===== config.mk =====
export PLATFORM = sky130hd
export DESIGN_NAME = alu_mdu_seq
export DESIGN_NICKNAME = d
export VERILOG_FILES = /design/src/rtl/alu_mdu_seq.sv
export SDC_FILE = /design/constraint.sdc
export NUM_CORES = 2
export LEC_CHECK = 0
export CAP_MARGIN = 15
export CORE_UTILIZATION = 50
export CTS_CLUSTER_SIZE = 25
export DETAILED_ROUTE_END_ITERATION = 10
export GPL_ROUTABILITY_DRIVEN = 0
export PLACE_DENSITY_LB_ADDON = 0.2
export SETUP_SLACK_MARGIN = 0.5
export SLEW_MARGIN = 20
export SYNTH_ARGS = -nofsm -noshare
export SYNTH_HDL_FRONTEND = slang
export SYNTH_SLANG_ARGS = --single-unit

===== constraint.sdc =====
create_clock -name clk -period 9.55 [get_ports clk]
set_input_delay 0.955 -clock clk [delete_from_list [all_inputs] [get_ports clk]]
set_output_delay 0.955 -clock clk [all_outputs]
set_load 0.01 [all_outputs]

===== src/rtl/alu_mdu_seq.sv =====
// alu_mdu_seq: sequential integer ALU with an iterative multiply/divide unit.
//   Simple RV32I/RV64I ALU ops finish one cycle after acceptance. MUL/MULHU
//   (shift-add) and DIV/DIVU/REM/REMU (restoring divide) take XLEN
//   iterations. Handshake: an op is accepted when in_valid && in_ready.
// Ports:
//   clk, reset       rising-edge clock, synchronous active-high reset
//   in_valid/ready   request handshake (ready low while iterating)
//   alu_op[3:0]      operation select
//   src_a, src_b     operands, captured on the accepting edge
//   done             one-cycle strobe, result/zero/sign valid
//   result,zero,sign registered outputs, held between done pulses
module alu_mdu_seq #(
  parameter int XLEN = 32,
  parameter int SHW  = $clog2(XLEN)
) (
  input  logic            clk,
  input  logic            reset,
  input  logic            in_valid,
  output logic            in_ready,
  input  logic [3:0]      alu_op,
  input  logic [XLEN-1:0] src_a,
  input  logic [XLEN-1:0] src_b,
  output logic            done,
  output logic [XLEN-1:0] result,
  output logic            zero,
  output logic            sign
);

  localparam logic [3:0] OP_ADD  = 4'b0000, OP_SLL  = 4'b0001, OP_SUB  = 4'b0010,
                         OP_SLT  = 4'b0011, OP_XOR  = 4'b0100, OP_SRL  = 4'b0101,
                         OP_OR   = 4'b0110, OP_AND  = 4'b0111, OP_SRA  = 4'b1000,
                         OP_SLTU = 4'b1001, OP_MUL  = 4'b1010, OP_MULH = 4'b1011,
                         OP_DIVU = 4'b1100, OP_REMU = 4'b1101, OP_DIV  = 4'b1110,
                         OP_REM  = 4'b1111;

  typedef enum logic [1:0] {IDLE, CALC, DONE} state_t;

  state_t            state_q, state_d;
  logic [SHW-1:0]    cnt_q, cnt_d;
  logic [3:0]        op_q, op_d;
  logic [XLEN-1:0]   a_q, a_d, b_q, b_d;
  logic [XLEN-1:0]   opnd_q, opnd_d;      // multiplicand or divisor magnitude
  logic [2*XLEN-1:0] acc_q, acc_d;        // {hi, lo}: product, or {remainder, quotient}
  logic [XLEN-1:0]   result_q, result_d;
  logic              zero_q, zero_d, sign_q, sign_d;

  logic              accept, long_op, sdiv, is_mul;
  logic [SHW-1:0]    shamt;
  logic [XLEN-1:0]   alu_res, a_mag, b_mag;
  logic [XLEN:0]     mul_sum, div_sh, div_diff;
  logic              div_ge;
  logic [2*XLEN-1:0] mul_nxt, div_nxt, calc_nxt;
  logic [XLEN-1:0]   quo, rem, fin;

  assign in_ready = (state_q != CALC);
  assign done     = (state_q == DONE);
  assign result   = result_q;
  assign zero     = zero_q;
  assign sign     = sign_q;

  assign accept  = in_valid && in_ready;
  assign long_op = (alu_op >= OP_MUL);
  assign sdiv    = (alu_op == OP_DIV) || (alu_op == OP_REM);
  assign shamt   = src_b[SHW-1:0];
  assign a_mag   = (sdiv && src_a[XLEN-1]) ? -src_a : src_a;
  assign b_mag   = (sdiv && src_b[XLEN-1]) ? -src_b : src_b;

  // Single-cycle operations, computed straight from the inputs.
  always_comb begin
    alu_res = '0;
    case (alu_op)
      OP_ADD:  alu_res = src_a + src_b;
      OP_SLL:  alu_res = src_a << shamt;
      OP_SUB:  alu_res = src_a - src_b;
      OP_SLT:  alu_res = {{(XLEN-1){1'b0}}, ($signed(src_a) < $signed(src_b))};
      OP_XOR:  alu_res = src_a ^ src_b;
      OP_SRL:  alu_res = src_a >> shamt;
      OP_OR:   alu_res = src_a | src_b;
      OP_AND:  alu_res = src_a & src_b;
      OP_SRA:  alu_res = $unsigned($signed(src_a) >>> shamt);
      OP_SLTU: alu_res = {{(XLEN-1){1'b0}}, (src_a < src_b)};
      default: alu_res = '0;
    endcase
  end

  // One shift-add step: add multiplicand into the high half when the
  // current multiplier bit (acc[0]) is set, then shift right with carry.
  assign mul_sum = {1'b0, acc_q[2*XLEN-1:XLEN]} + (acc_q[0] ? {1'b0, opnd_q} : '0);
  assign mul_nxt = {mul_sum, acc_q[XLEN-1:1]};

  // One restoring-divide step: shift the next dividend bit into the
  // remainder, subtract when it fits, shift the quotient bit in at the bottom.
  assign div_sh   = {acc_q[2*XLEN-1:XLEN], acc_q[XLEN-1]};
  assign div_diff = div_sh - {1'b0, opnd_q};
  assign div_ge   = ~div_diff[XLEN];
  assign div_nxt  = {(div_ge ? div_diff[XLEN-1:0] : div_sh[XLEN-1:0]),
                     acc_q[XLEN-2:0], div_ge};

  assign is_mul   = (op_q == OP_MUL) || (op_q == OP_MULH);
  assign calc_nxt = is_mul ? mul_nxt : div_nxt;
  assign quo      = calc_nxt[XLEN-1:0];
  assign rem      = calc_nxt[2*XLEN-1:XLEN];

  // Final value after the last iteration, with sign fix-up and the
  // divide-by-zero results. Signed overflow falls out of the magnitude path.
  always_comb begin
    fin = '0;
    case (op_q)
      OP_MUL:  fin = calc_nxt[XLEN-1:0];
      OP_MULH: fin = calc_nxt[2*XLEN-1:XLEN];
      OP_DIVU: fin = (b_q == '0) ? '1 : quo;
      OP_REMU: fin = (b_q == '0) ? a_q : rem;
      OP_DIV:  fin = (b_q == '0) ? '1 : ((a_q[XLEN-1] ^ b_q[XLEN-1]) ? -quo : quo);
      OP_REM:  fin = (b_q == '0) ? a_q : (a_q[XLEN-1] ? -rem : rem);
      default: fin = '0;
    endcase
  end

  always_comb begin
    state_d  = state_q;
    cnt_d    = cnt_q;
    op_d     = op_q;
    a_d      = a_q;
    b_d      = b_q;
    opnd_d   = opnd_q;
    acc_d    = acc_q;
    result_d = result_q;
    zero_d   = zero_q;
    sign_d   = sign_q;
    case (state_q)
      CALC: begin
        acc_d = calc_nxt;
        cnt_d = cnt_q - SHW'(1);
        if (cnt_q == '0) begin
          state_d  = DONE;
          cnt_d    = '0;
          result_d = fin;
          zero_d   = (fin == '0);
          sign_d   = fin[XLEN-1];
        end
      end
      default: begin  // IDLE and DONE both accept
        state_d = IDLE;
        if (accept) begin
          op_d = alu_op;
          a_d  = src_a;
          b_d  = src_b;
          if (long_op) begin
            state_d = CALC;
            cnt_d   = SHW'(XLEN-1);
            if ((alu_op == OP_MUL) || (alu_op == OP_MULH)) begin
              opnd_d = src_a;
              acc_d  = {{XLEN{1'b0}}, src_b};
            end else begin
              opnd_d = b_mag;
              acc_d  = {{XLEN{1'b0}}, a_mag};
            end
          end else begin
            state_d  = DONE;
            result_d = alu_res;
            zero_d   = (alu_res == '0);
            sign_d   = alu_res[XLEN-1];
          end
        end
      end
    endcase
  end

  always_ff @(posedge clk) begin
    if (reset) begin
      state_q  <= IDLE;
      cnt_q    <= '0;
      op_q     <= '0;
      a_q      <= '0;
      b_q      <= '0;
      opnd_q   <= '0;
      acc_q    <= '0;
      result_q <= '0;
      zero_q   <= 1'b0;
      sign_q   <= 1'b0;
    end else begin
      state_q  <= state_d;
      cnt_q    <= cnt_d;
      op_q     <= op_d;
      a_q      <= a_d;
      b_q      <= b_d;
      opnd_q   <= opnd_d;
      acc_q    <= acc_d;
      result_q <= result_d;
      zero_q   <= zero_d;
      sign_q   <= sign_d;
    end
  end

endmodule

==> results_dict.tcl <==
set metrics [dict create \
    clock_sinks 204 \
    fin_setup_tns_ps 0 \
    rows 83 \
    cts-resized-gates 0 \
    antenna-diode-count 0 \
    postCtsSetupRepairBufs 0 \
    hold_ws_ps 452 \
    fin_skew_ps 28.6 \
    global_route.peak_usage_layer "met2" \
    grt_util_met2_pct 59.8 \
    setup_violations 0 \
    avgViaCountPerCell 6.84 \
    clock_tree_from_tritoncts "built" \
    timing.max_cap.violations 0 \
    drive_above_1_share_pct 6.83 \
    synth-edff-count 0 \
    hold-path-cell-count 2 \
    layout_min_cycle_time_ps 7640 \
    power.share.sequential_pct 18.6 \
    grt_setup_unrepaired "no" \
    reg2reg_slack_ps 1910 \
    clkSlewWorstSetupHoldPaths_ps 70 \
    firstDrtPassIters 9 \
    die_w_microns 230 \
    synth_sequential_area_ratio_pct 15.8 \
    drt_iter0_drc 4451 \
    postRouteWirelength_mm 109 \
    required_worst_endpoint_ps 10060 \
    synth_flop_cell "dfxtp_1" \
    clock_tree.htree_level_count 1 \
    critical_path_peak_fanout 28 \
    global_route.usage.met1_pct 50.1 \
    grt_antenna_before_repair 1 \
    hold_viol_final 0 \
    chipHeight_microns 230 \
    synth.ff_latch_count 204 \
    switchingPower_uw 2620 \
    layout_common_cells "nand2_1 (470), nor2_1 (432), a21oi_1 (410)" \
    clkLatencyLatePin_ps 590 \
    design.core.area_sq_mm 0.0513 \
    reg2reg_from "acc_q[31]$_SDFFE_PP0P_" \
    yosys_warnings 0 \
    io_buffer_count 106 \
    synth-async-reset-ratio_pct 0 \
    dp_slack_ps 2170 \
    status "finished, final reports clean" \
    tightest_slew_ps 1300 \
    routed_wire_length_per_instance_microns 25.1 \
    route.detailed.drc 0 \
    floorplan.die_area_sq_mm 0.0527 \
    drv_slew 0 \
    synthCells 3739 \
    r2r.worst_path.cells 27 \
    pwr-share-clk_pct 20.4 \
    irDropWorstVdd_v 0.000168 \
    vias 29684 \
    min_period_over_period_pct 80.0 \
    whs_endpoint "result[4]$_SDFFE_PP0P_" \
    number_of_buffers_created_by_cts 24 \
    total_leakage_power_uw 0.0111 \
    clk_path_buf_depth 3 \
    final.fill_count 5128 \
    internal_power_of_the_cells_uw 2720 \
    areaGrowthSynthToFinish_pct 8.76 \
    grt_pass1_vias 26790 \
    power-per-cell-area_mw_per_mm2 189 \
    syn_avg_cell_area_sq_um 6.93 \
    power.combinational.fraction_pct 61.0 \
    timing.final.ws_setup_ps 1910 \
    grt_overflow 0 \
    global_route_wire_length_before_repair_mm 163 \
    final_common_cell "nand2_1" \
    start_kind "flop" \
    relSlewSlack_pct 12.1 \
    ys_types 94 \
    grt_start_max_net_pins 123 \
    antenna_violating_nets_post_route 0 \
    postCtsHoldBufs 0 \
    postSynthNetCount 3980 \
    timing.setup.critical_path_class "flop to flop" \
    final_hpwl_from_detailed_placement_mm 81.8 \
    hold_class "flop to flop" \
    critical_hold_path_startpoint "result[4]$_SDFFE_PP0P_" \
    clock-root-buffer "clkbuf_16" \
    switching_share_pct 49.1 \
    end_kind "flop" \
    initial_utilization_pct 50.5 \
    register_area_sq_mm 0.00408 \
    multi_input_combinational_cell_area_sq_mm 0.0202 \
    floorplan.io_pins 107 \
    global_route.usage.met3_pct 8.80 \
    max_freq_mhz 131 \
    synth_area_sq_mm 0.0259 \
    groute.usage.overall_pct 39.7 \
    final_nets 3886 \
    critPathArrivalTime_ps 8150 \
    rr_endpoint "zero$_SDFFE_PP0P_" \
]
[state kept, by name, summed over array words and instances (netlist names)]
| register | flops |
|---|---|
| opnd_q | 32 |
| acc_q | 64 |
| cnt_q | 5 |
| result | 32 |
| zero | 1 |
| state_q | 2 |
| b_q | 32 |
| a_q | 32 |
| op_q | 4 |
[metal layers]
layer  routed length (microns)  part of all wire [%]
met5                        11                 0.010
met3                     13400                    12
met1                     40800                    37
met2                     45600                    42
met4                      9150                   8.4
[through the flow]
stage | area (sq um) | utilization, % | total power (uW) | instances
2_1_floorplan | 25900 | - | 3230 | 3739
3_3_place_gp | 27300 | 53.1 | 4120 | 4299
3_5_place_dp | 27300 | 53.1 | 4140 | 4299
4_1_cts | 28200 | 54.9 | 5230 | 4341
5_1_grt | 28200 | 54.9 | 5600 | 4341
6_report | 28200 | 54.9 | 5340 | 4341
[critical path, stage by stage, from the launching register on]
cell,delay (ps)
dfxtp_1,380
inv_1,90
ha_1,150
inv_1,50
fa_1,440
a211oi_2,280
o211ai_1,170
nand2_1,130
o22ai_2,140
a211oi_4,220
buf_4,310
xnor2_2,150
buf_4,360
mux2_2,380
o21ai_1,220
ha_1,290
o2111ai_1,150
mux2i_1,160
nor2_1,90
or4_4,530
nand2b_2,240
nor3_1,770
and3_1,280
o221ai_1,140
or3b_1,390
or4_1,460
nor4_1,410
a21o_1,160
[power groups by stage]
| stage | sequential, uW | combinational, uW | clock (uW) |
|---|---|---|---|
| 2_1_floorplan | 984 | 2240 | 0 |
| 3_3_place_gp | 1010 | 3120 | 0 |
| 3_5_place_dp | 1010 | 3130 | 0 |
| 4_1_cts | 988 | 3150 | 1090 |
| 5_1_grt | 998 | 3480 | 1120 |
| 6_report | 991 | 3260 | 1090 |
[worst max path at each step]
stage / startpoint / endpoint / slack [ps] / depth (start not counted)
finish: acc_q[31]$_SDFFE_PP0P_ / zero$_SDFFE_PP0P_ / 1910 / 27
global route: acc_q[31]$_SDFFE_PP0P_ / zero$_SDFFE_PP0P_ / 1660 / 27
CTS: acc_q[31]$_SDFFE_PP0P_ / zero$_SDFFE_PP0P_ / 2100 / 27
detailed placement: acc_q[31]$_SDFFE_PP0P_ / zero$_SDFFE_PP0P_ / 2170 / 27
global placement: acc_q[31]$_SDFFE_PP0P_ / zero$_SDFFE_PP0P_ / 2280 / 27
floorplan: src_b[2] / zero$_SDFFE_PP0P_ / 2560 / 24
[kinds of logic after synthesis]
logic type,Yosys count,synth area share (%)
simple gates,1390,24.5
buf+inv,453,6.68
xor+xnor,141,4.80
mux,149,8.90
compound gates,1232,31.1
flops,204,15.8
fa+ha+maj,170,8.33
[synthesized netlist by cell type (14+ instances only)]
master,count,area share (%)
a2111oi_0,14,0.47
a211o_1,16,0.54
a211oi_1,144,4.2
a21o_1,51,1.5
a21oi_1,410,7.9
a221o_1,17,0.66
a221oi_1,33,1.1
a311oi_1,17,0.57
a31oi_1,60,1.4
and2_1,53,1.3
and3_1,35,0.85
buf_1,37,0.54
buf_2,15,0.29
clkbuf_1,240,3.5
dfxtp_1,204,16
ha_1,166,8.0
inv_1,155,2.2
mux2_2,16,0.70
mux2i_1,69,2.7
mux4_2,63,5.5
nand2_1,472,6.8
nand2b_1,23,0.56
nand3_1,90,1.7
nand4_1,35,0.85
nor2_1,434,6.3
nor3_1,98,1.9
nor4_1,35,0.85
o211ai_1,56,1.6
o21a_1,22,0.64
o21ai_0,185,3.6
o21bai_1,22,0.64
o22ai_1,20,0.48
o31ai_1,26,0.75
or3_1,35,0.85
xnor2_1,99,3.3
xor2_1,41,1.4
[layout make-up]
cell class,count,share of cell area [%]
Tap cell,680,3.02
Timing Repair Buffer,174,5.51
Sequential cell,204,14.5
Multi-Input combinational cell,3082,71.6
Inverter,159,2.12
Clock buffer,28,2.29
Clock inverter,14,0.964
Note: power is estimated with default switching activity, not from simulation.
